$ cat src/rtl/axi_read_stream.sv
// axi_read_stream: AXI4 read master that serialises returned words into an AXI-Stream, LSB lane first.
module axi_read_stream #(
  parameter int DATA_WIDTH   = 32,
  parameter int ADDR_WIDTH   = 16,
  parameter int ID_WIDTH     = 8,
  parameter int STREAM_WIDTH = 8,
  parameter int MAX_BURST    = 16,
  parameter int LEN_WIDTH    = 16
) (
  input  logic                    clk,
  input  logic                    rst,
  input  logic                    start,
  input  logic [ADDR_WIDTH-1:0]   base_addr,
  input  logic [LEN_WIDTH-1:0]    num_beats,
  output logic                    busy,
  output logic                    done,
  output logic                    error,
  output logic [ID_WIDTH-1:0]     m_axi_arid,
  output logic [ADDR_WIDTH-1:0]   m_axi_araddr,
  output logic [7:0]              m_axi_arlen,
  output logic [2:0]              m_axi_arsize,
  output logic [1:0]              m_axi_arburst,
  output logic                    m_axi_arlock,
  output logic [3:0]              m_axi_arcache,
  output logic [2:0]              m_axi_arprot,
  output logic                    m_axi_arvalid,
  input  logic                    m_axi_arready,
  input  logic [ID_WIDTH-1:0]     m_axi_rid,
  input  logic [DATA_WIDTH-1:0]   m_axi_rdata,
  input  logic [1:0]              m_axi_rresp,
  input  logic                    m_axi_rlast,
  input  logic                    m_axi_rvalid,
  output logic                    m_axi_rready,
  output logic [STREAM_WIDTH-1:0] m_axis_tdata,
  output logic                    m_axis_tlast,
  output logic                    m_axis_tvalid,
  input  logic                    m_axis_tready
);
  localparam int BYTES = DATA_WIDTH / 8;
  localparam int N = DATA_WIDTH / STREAM_WIDTH;
  localparam int LW = N > 1 ? $clog2(N) : 1;
  typedef enum logic [1:0] {IDLE, ADDR, DATA, DONE} state_t;
  state_t state, next;
  logic [ADDR_WIDTH-1:0] cur_addr;
  logic [LEN_WIDTH-1:0] remaining;
  logic [DATA_WIDTH-1:0] word;
  logic [LW-1:0] lane;
  logic full, final_word, last_lane, ar_hs, r_hs, t_hs;
  logic [31:0] rem32, bnd, blen_a, blen;
  logic unused;
  assign unused = ^m_axi_rid;
  assign m_axi_arid = '0;
  assign m_axi_arsize = 3'($clog2(BYTES));
  assign m_axi_arburst = 2'b01;
  assign m_axi_arlock = 1'b0;
  assign m_axi_arcache = '0;
  assign m_axi_arprot = '0;
  // Burst length: limited by words left, MAX_BURST and the distance to the next 4 KB page
  assign rem32 = 32'(remaining);
  assign bnd = (32'd4096 - 32'(cur_addr[11:0])) / 32'(BYTES);
  assign blen_a = rem32 < 32'(MAX_BURST) ? rem32 : 32'(MAX_BURST);
  assign blen = blen_a < bnd ? blen_a : bnd;
  assign last_lane = lane == LW'(N - 1);
  assign m_axis_tvalid = full;
  assign m_axis_tdata = word[lane*STREAM_WIDTH +: STREAM_WIDTH];
  assign m_axis_tlast = full && last_lane && final_word;
  assign t_hs = m_axis_tvalid && m_axis_tready;
  // A new word may land in the same cycle the last lane of the old one drains
  assign m_axi_rready = state == DATA && (!full || (t_hs && last_lane));
  assign r_hs = m_axi_rvalid && m_axi_rready;
  assign ar_hs = m_axi_arvalid && m_axi_arready;
  always_ff @(posedge clk)
    if (rst) state <= IDLE;
    else state <= next;
  always_comb begin
    next = state;
    case (state)
      IDLE: if (start) next = num_beats == '0 ? DONE : ADDR;
      ADDR: if (ar_hs) next = DATA;
      DATA:
        if (r_hs && m_axi_rlast && remaining != '0) next = ADDR;
        else if (m_axis_tlast && m_axis_tready) next = DONE;
      default: next = IDLE;
    endcase
  end
  always_comb begin
    busy = state == ADDR || state == DATA;
    done = state == DONE;
    m_axi_arvalid = state == ADDR;
    m_axi_araddr = m_axi_arvalid ? cur_addr : '0;
    m_axi_arlen = m_axi_arvalid ? 8'(blen - 32'd1) : '0;
  end
  always_ff @(posedge clk) begin
    if (rst) begin
      cur_addr <= '0;
      remaining <= '0;
      error <= 1'b0;
      word <= '0;
      lane <= '0;
      full <= 1'b0;
      final_word <= 1'b0;
    end else begin
      if (state == IDLE && start) begin
        cur_addr <= base_addr;
        remaining <= num_beats;
        error <= 1'b0;
      end
      if (ar_hs) begin
        cur_addr <= cur_addr + ADDR_WIDTH'(blen * 32'(BYTES));
        remaining <= remaining - LEN_WIDTH'(blen);
      end
      if (r_hs && m_axi_rresp != 2'b00) error <= 1'b1;
      if (r_hs) begin
        word <= m_axi_rdata;
        full <= 1'b1;
        lane <= '0;
        final_word <= m_axi_rlast && remaining == '0;
      end else if (t_hs) begin
        full <= !last_lane;
        lane <= last_lane ? '0 : lane + LW'(1);
      end
    end
  end
endmodule

$ cat config.mk
export PLATFORM = sky130hd
export DESIGN_NAME = axi_read_stream
export DESIGN_NICKNAME = d
export VERILOG_FILES = /design/src/rtl/axi_read_stream.sv
export SDC_FILE = /design/constraint.sdc
export NUM_CORES = 1
export LEC_CHECK = 0
export CAP_MARGIN = 20
export CORE_MARGIN = 3
export CORE_UTILIZATION = 35
export CTS_CLUSTER_DIAMETER = 100
export DETAILED_ROUTE_END_ITERATION = 12
export SETUP_SLACK_MARGIN = 0.2
export SLEW_MARGIN = 20
export SYNTH_ARGS = -nofsm -noshare
export SYNTH_HDL_FRONTEND = slang
export SYNTH_SLANG_ARGS = --single-unit
$ cat constraint.sdc
create_clock -name clk -period 10.5 [get_ports clk]
set_input_delay 1.575 -clock clk [delete_from_list [all_inputs] [get_ports clk]]
set_output_delay 1.575 -clock clk [all_outputs]
set_load 0.05 [all_outputs]
# == Word-level counts from Yosys, hierarchy flattened ==
# Cells that the tools add are included.
# word_totals
regBits,71
inputBits,81
out_inout_bits,60
word_cells,69
# op_classes
n_addsub,5
magnitude_cmp,2
n_eq_ne,7
shift,1
muxes,19
reduce_logical,27
# op_table
cell,n
16-bit 2-to-1 mux,7
16-bit logical NOT,2
32-bit by 6-bit variable part select with 8-bit output,1
16-bit by 30-bit less-than comparator with 1-bit output,1
16-bit adder,1
"16-bit by 5-bit less-than comparator with 1-bit output, second input constant",1
16-bit nonzero test,1
16-bit subtractor,1
"13-bit by 12-bit subtractor with 14-bit output, first input constant",1
1-bit logical AND,13
2-bit 2-to-1 mux,6
8-bit 2-to-1 mux,1
2-bit nonzero test,4
"8-bit by 1-bit subtractor with 8-bit output, second input constant",1
"2-bit == test, second input constant",3
2-bit one-hot mux with 3 select lines,1
1-bit 2-to-1 mux,4
"3-bit by 1-bit inequality test with 1-bit output, second input constant",1
3-bit AND reduction,1
"2-bit by 1-bit adder with 2-bit output, second input constant",1
"2-bit by 1-bit == test with 1-bit output, second input constant",1
1-bit logical NOT,2
2-bit logical NOT,1
1-bit logical OR,2
3 further kinds,3

# == Logic depth before layout (Yosys ltp) ==
# depth
ltp_word,9
ltp_mapped,27
mapped_depth_nobuf,25

# == Least setup slack after synthesis ==
# Ideal clock, no wire load.
# synth_path
path_type,reg-to-output
startpoint,register cur_addr[0]
endpoint,output port m_axi_arlen[6]
arrival_time_ns,5.394
t_required_ns,8.925
path_slack_ns,3.531
stages_incl_launch_ff,20
path_buffers,2
cell_sequence,dfxtp_1 -> or4_1 -> buf_6 -> nor3_4 -> or2b_1 -> nor3_1 -> xor2_1 -> ha_1 -> and3_1 -> and3_1 -> a2111o_1 -> nor2_1 -> clkbuf_1 -> o21ai_0 -> inv_1 -> ha_1 -> inv_1 -> or2_2 -> or3_1 -> a21oi_1
# synth_between
elab_chain_len,5
# synth_rtl
element,line_no,source
start: declaration,44,logic [ADDR_WIDTH-1:0] cur_addr;
start signal: assignment,104,cur_addr <= base_addr;
start signal: assignment,109,cur_addr <= cur_addr + ADDR_WIDTH'(blen * 32'(BYTES));
13-bit by 12-bit subtractor with 14-bit output *,60,assign bnd = (32'd4096 - 32'(cur_addr[11:0])) / 32'(BYTES);
16-bit by 30-bit less-than comparator with 1-bit output,62,assign blen = blen_a < bnd ? blen_a : bnd;
16-bit 2-to-1 mux *,62,
8-bit by 1-bit subtractor with 8-bit output *,91,m_axi_arlen = m_axi_arvalid ? 8'(blen - 32'd1) : '0;
8-bit 2-to-1 mux *,91,
end: declaration,20,"output logic [7:0] m_axi_arlen,"
# Mark *: on every way between the ends. The rest lies on a longest branch, timed or not.

# == Worst setup path after layout ==
# layout_path
startpoint,register cur_addr[1]
endpoint,output port m_axi_arlen[6]
# Same word-level chain as after synthesis.

==> results.md <==
- Peak VDD IR: 0.143 mV
- Sw Share: 52.1%
- Initial antenna violation count: 0
- RR Startpoint: cur_addr[1]
- Register bit total from synthesis: 71
- Worst hold path class: reg -> reg
- RePlAce Congestion: ~0.88
- Non-filler cells, final: 1064
- R2r endpoint: remaining[12]
- FP Rows: 45
- Post-layout util: around 46%
- Postcts setup bufs: 0
- Final setup viols: 0
- Hold Path End: word[13]
- Critical-path cell with the highest stage delay: clkdlybuf4s50_1
- Worst-margin pin slew: 0.879 ns
- LEAKAGE: 2.79 nW
- N_diodes: 0
- Worst Setup Start Kind: flop
- Post-synth EDFFs: 0
- Sw power: 1.32 mW
- Fmax: around 120 MHz
- Layout cells sized above 1: ~6.3%
- # hold bufs at CTS: 0
- Run status: finished, final reports clean
- Count of cell types in the netlist: 69
- DRC Markers: 0
- Worst EP arrival: 6.78 ns
- Clock root buffer master: clkbuf_16
- Worst Hold Depth: 2
- Final WL: 16600 µm
- Int Power: 1.21 mW
- DR pass1 iterations: 5
- Cts bufs inserted: 9
- Num ports: 141
- Post-Synthesis Cells: 746
- Clock Sinks: 71
- CTS Buffer Depth: 2
- Post-synth top area cell: dfxtp_1
- Buf/Inv on CP: 3
- Die W: 133 µm
- Slew headroom: 41.2%
- First-pass GRT wire length: 26600 µm
- Placed cell area: 6830 µm²
- Critical path peak fanout: 12
- Cell Area, Synth: 5600 µm²
- Die ar.: 17600 µm²
- Port Buf Inserts: 111
- Top cell type's share of synthesized area: approximately a quarter
- Placed cell count: 1048
- Kind of critical path: reg -> out
- Final Instance Area: between 7000 and 8000 µm²
- Core area: 15400 µm²
- Critical Path RT: 8.93 ns
- Routed Antenna Nets: 0
- Worst-case reg-to-reg path depth: 23
- CTS tree: built
- Cell Pwr Density: ~360 nW/µm²
- PostCTS Resize Cnt: 0
- CP Cell Sequence: or4_1 > nor3_4 > or2b_1 > nor3_1 > xor2_1 > ha_1 > and3_1 > and3_1 > a2111o_1 > nor2_1 > o21ai_0 > inv_1 > ha_1 > inv_1 > or2_2 > or3_1 > a21oi_1 > clkdlybuf4s50_1
- Worst-case clock skew: 0.00825 ns
- DR WL/cell: 15.6 µm
- Ys async rst share: 0%
- Total power: 2.53 mW
- Setup ws final: 2.14 ns
- CP Launch Point: cur_addr[1]
- Initial DRC count: 407
- Final Max Slew Viols: 0
- Avg Inst Size Synth: about 7.5 µm²
- Worst R2R Setup Slack: 3.44 ns
- Clock period minus final worst setup slack: 8.36 ns
- Clk_lat worst skew: 0.35 ns
- Largest net degree at the start of global routing: 73
- Sequential power share: 16.4%
- CP max stage delay: 0.82 ns
- Top cells by count, synth: nand2_1 (149), a21oi_1 (77), dfxtp_1 (71), nor2_1 (53), ha_1 (42)
- Setup TNS: 0 ns
- Tcrit/Tclk final: between 70 and 80%
- Vias per std cell: ~5
- Hold slack: 0.452 ns
- Vias in the first global route: 5015
- Post-DP HPWL: 12200 µm
- Die Y: between 100 and 150 µm
- Starting density of the core: 36.3%
- Synth warn: 0
- Worst hold start: word[13]
- Pre-CTS setup slack: 2.59 ns
- Most frequent cell after synthesis: nand2_1
- RSZ-0062 raised after global routing: false
- Grt ovf: 0
- CTS H-Tree Depth: 3
- Cell family with most CP delay: simple AND/OR/NAND/NOR gates
- Fin nets: 973
- Area delta synth->final: 27.1%
- Crit path capture type: output pin
- Reg clk slew, reported paths: 0.06 ns
- Clock share of power: 12.1%
- Via count: 5457
- Combinational cell fraction of total power: roughly 72%
- Top post-synthesis cells by area: dfxtp_1 (25%), nand2_1 (10%), ha_1 (9.4%)
- Fin. Hold Viols: 0
- Main flop type after synthesis: dfxtp_1
- GRT Resource Usage Total: a little under a fifth
- Register area share after synthesis: between 20% and 30%
- Max Cap Viol: 0
-- layer usage --
metal | track usage (%) | wire length [µm]
met1 | 24.7 | 7960
met2 | 30.0 | 7620
met3 | 3.61 | 789
met4 | 6.12 | 241
met5 | 0 | 0
-- how the worst max path moves through the flow --
stage | endpoint | slack [ns] | depth (start not counted)
2_1_floorplan | m_axi_arlen[6] | 3.53 | 19
6_report | m_axi_arlen[6] | 2.14 | 18
5_1_grt | m_axi_arlen[6] | 1.82 | 18
3_5_place_dp | m_axi_arlen[6] | 2.59 | 18
3_3_place_gp | m_axi_arlen[6] | 2.63 | 18
4_1_cts | m_axi_arlen[6] | 2.19 | 18
-- power groups by stage --
| stage | registers, mW | logic (mW) | clock network [mW] |
|---|---|---|---|
| 2_1_floorplan | 0.392 | 1.43 | 0 |
| 3_3_place_gp | 0.420 | 1.79 | 0 |
| 3_5_place_dp | 0.421 | 1.79 | 0 |
| 4_1_cts | 0.415 | 1.81 | 0.313 |
| 5_1_grt | 0.427 | 2.02 | 0.323 |
| 6_report | 0.416 | 1.81 | 0.306 |
-- state kept, by name (all words and copies together) (netlist names) --
signal,count
cur_addr,16
error,1
final_word,1
lane,2
m_axis_tvalid,1
remaining,16
state,2
word,32
-- area by class of cell --
type	instances	area, µm²
sequential	71	1420
clock buffer	9	225
inverter	29	109
fill	1617	8310
multi-input combinational	620	3890
timing repair buffer	117	1150
tap	211	264
clock inverter	7	61.3
-- worst min-delay path, cell delays in order, from the launching register on --
cell and delay, ns:
dfxtp_1 0.31, nand2_1 0.05, a21oi_1 0.05
-- logic make-up (layout without fill, tap and decap cells) --
kind of cell,after synthesis,count (layout),synth area share (%)
xor gates and xnor gates,28,28,4.51
muxes,16,16,4.73
buffers and inverters,86,162,7.37
and+or+nand+nor,323,323,27.0
DFF,71,71,25.4
other,2,33,0.134
AOI/OAI and AO/OA,176,176,20.7
adders and majority gates,44,44,10.1
-- cell usage in the layout, fill, tap and decap left out, drive strengths merged, types with 11 or more instances in the layout --
master,synthesis,layout
conb,2,33
inv,29,34
a21oi,78,78
nor3,26,26
nor2,53,53
and3,12,12
nand2,149,149
a311oi,11,11
o21ai,23,23
dfxtp,71,71
xnor2,20,20
nand3,18,18
clkdlybuf4s50,0,110
ha,42,42
and2,21,21
Note: power is estimated with default switching activity, not from simulation.
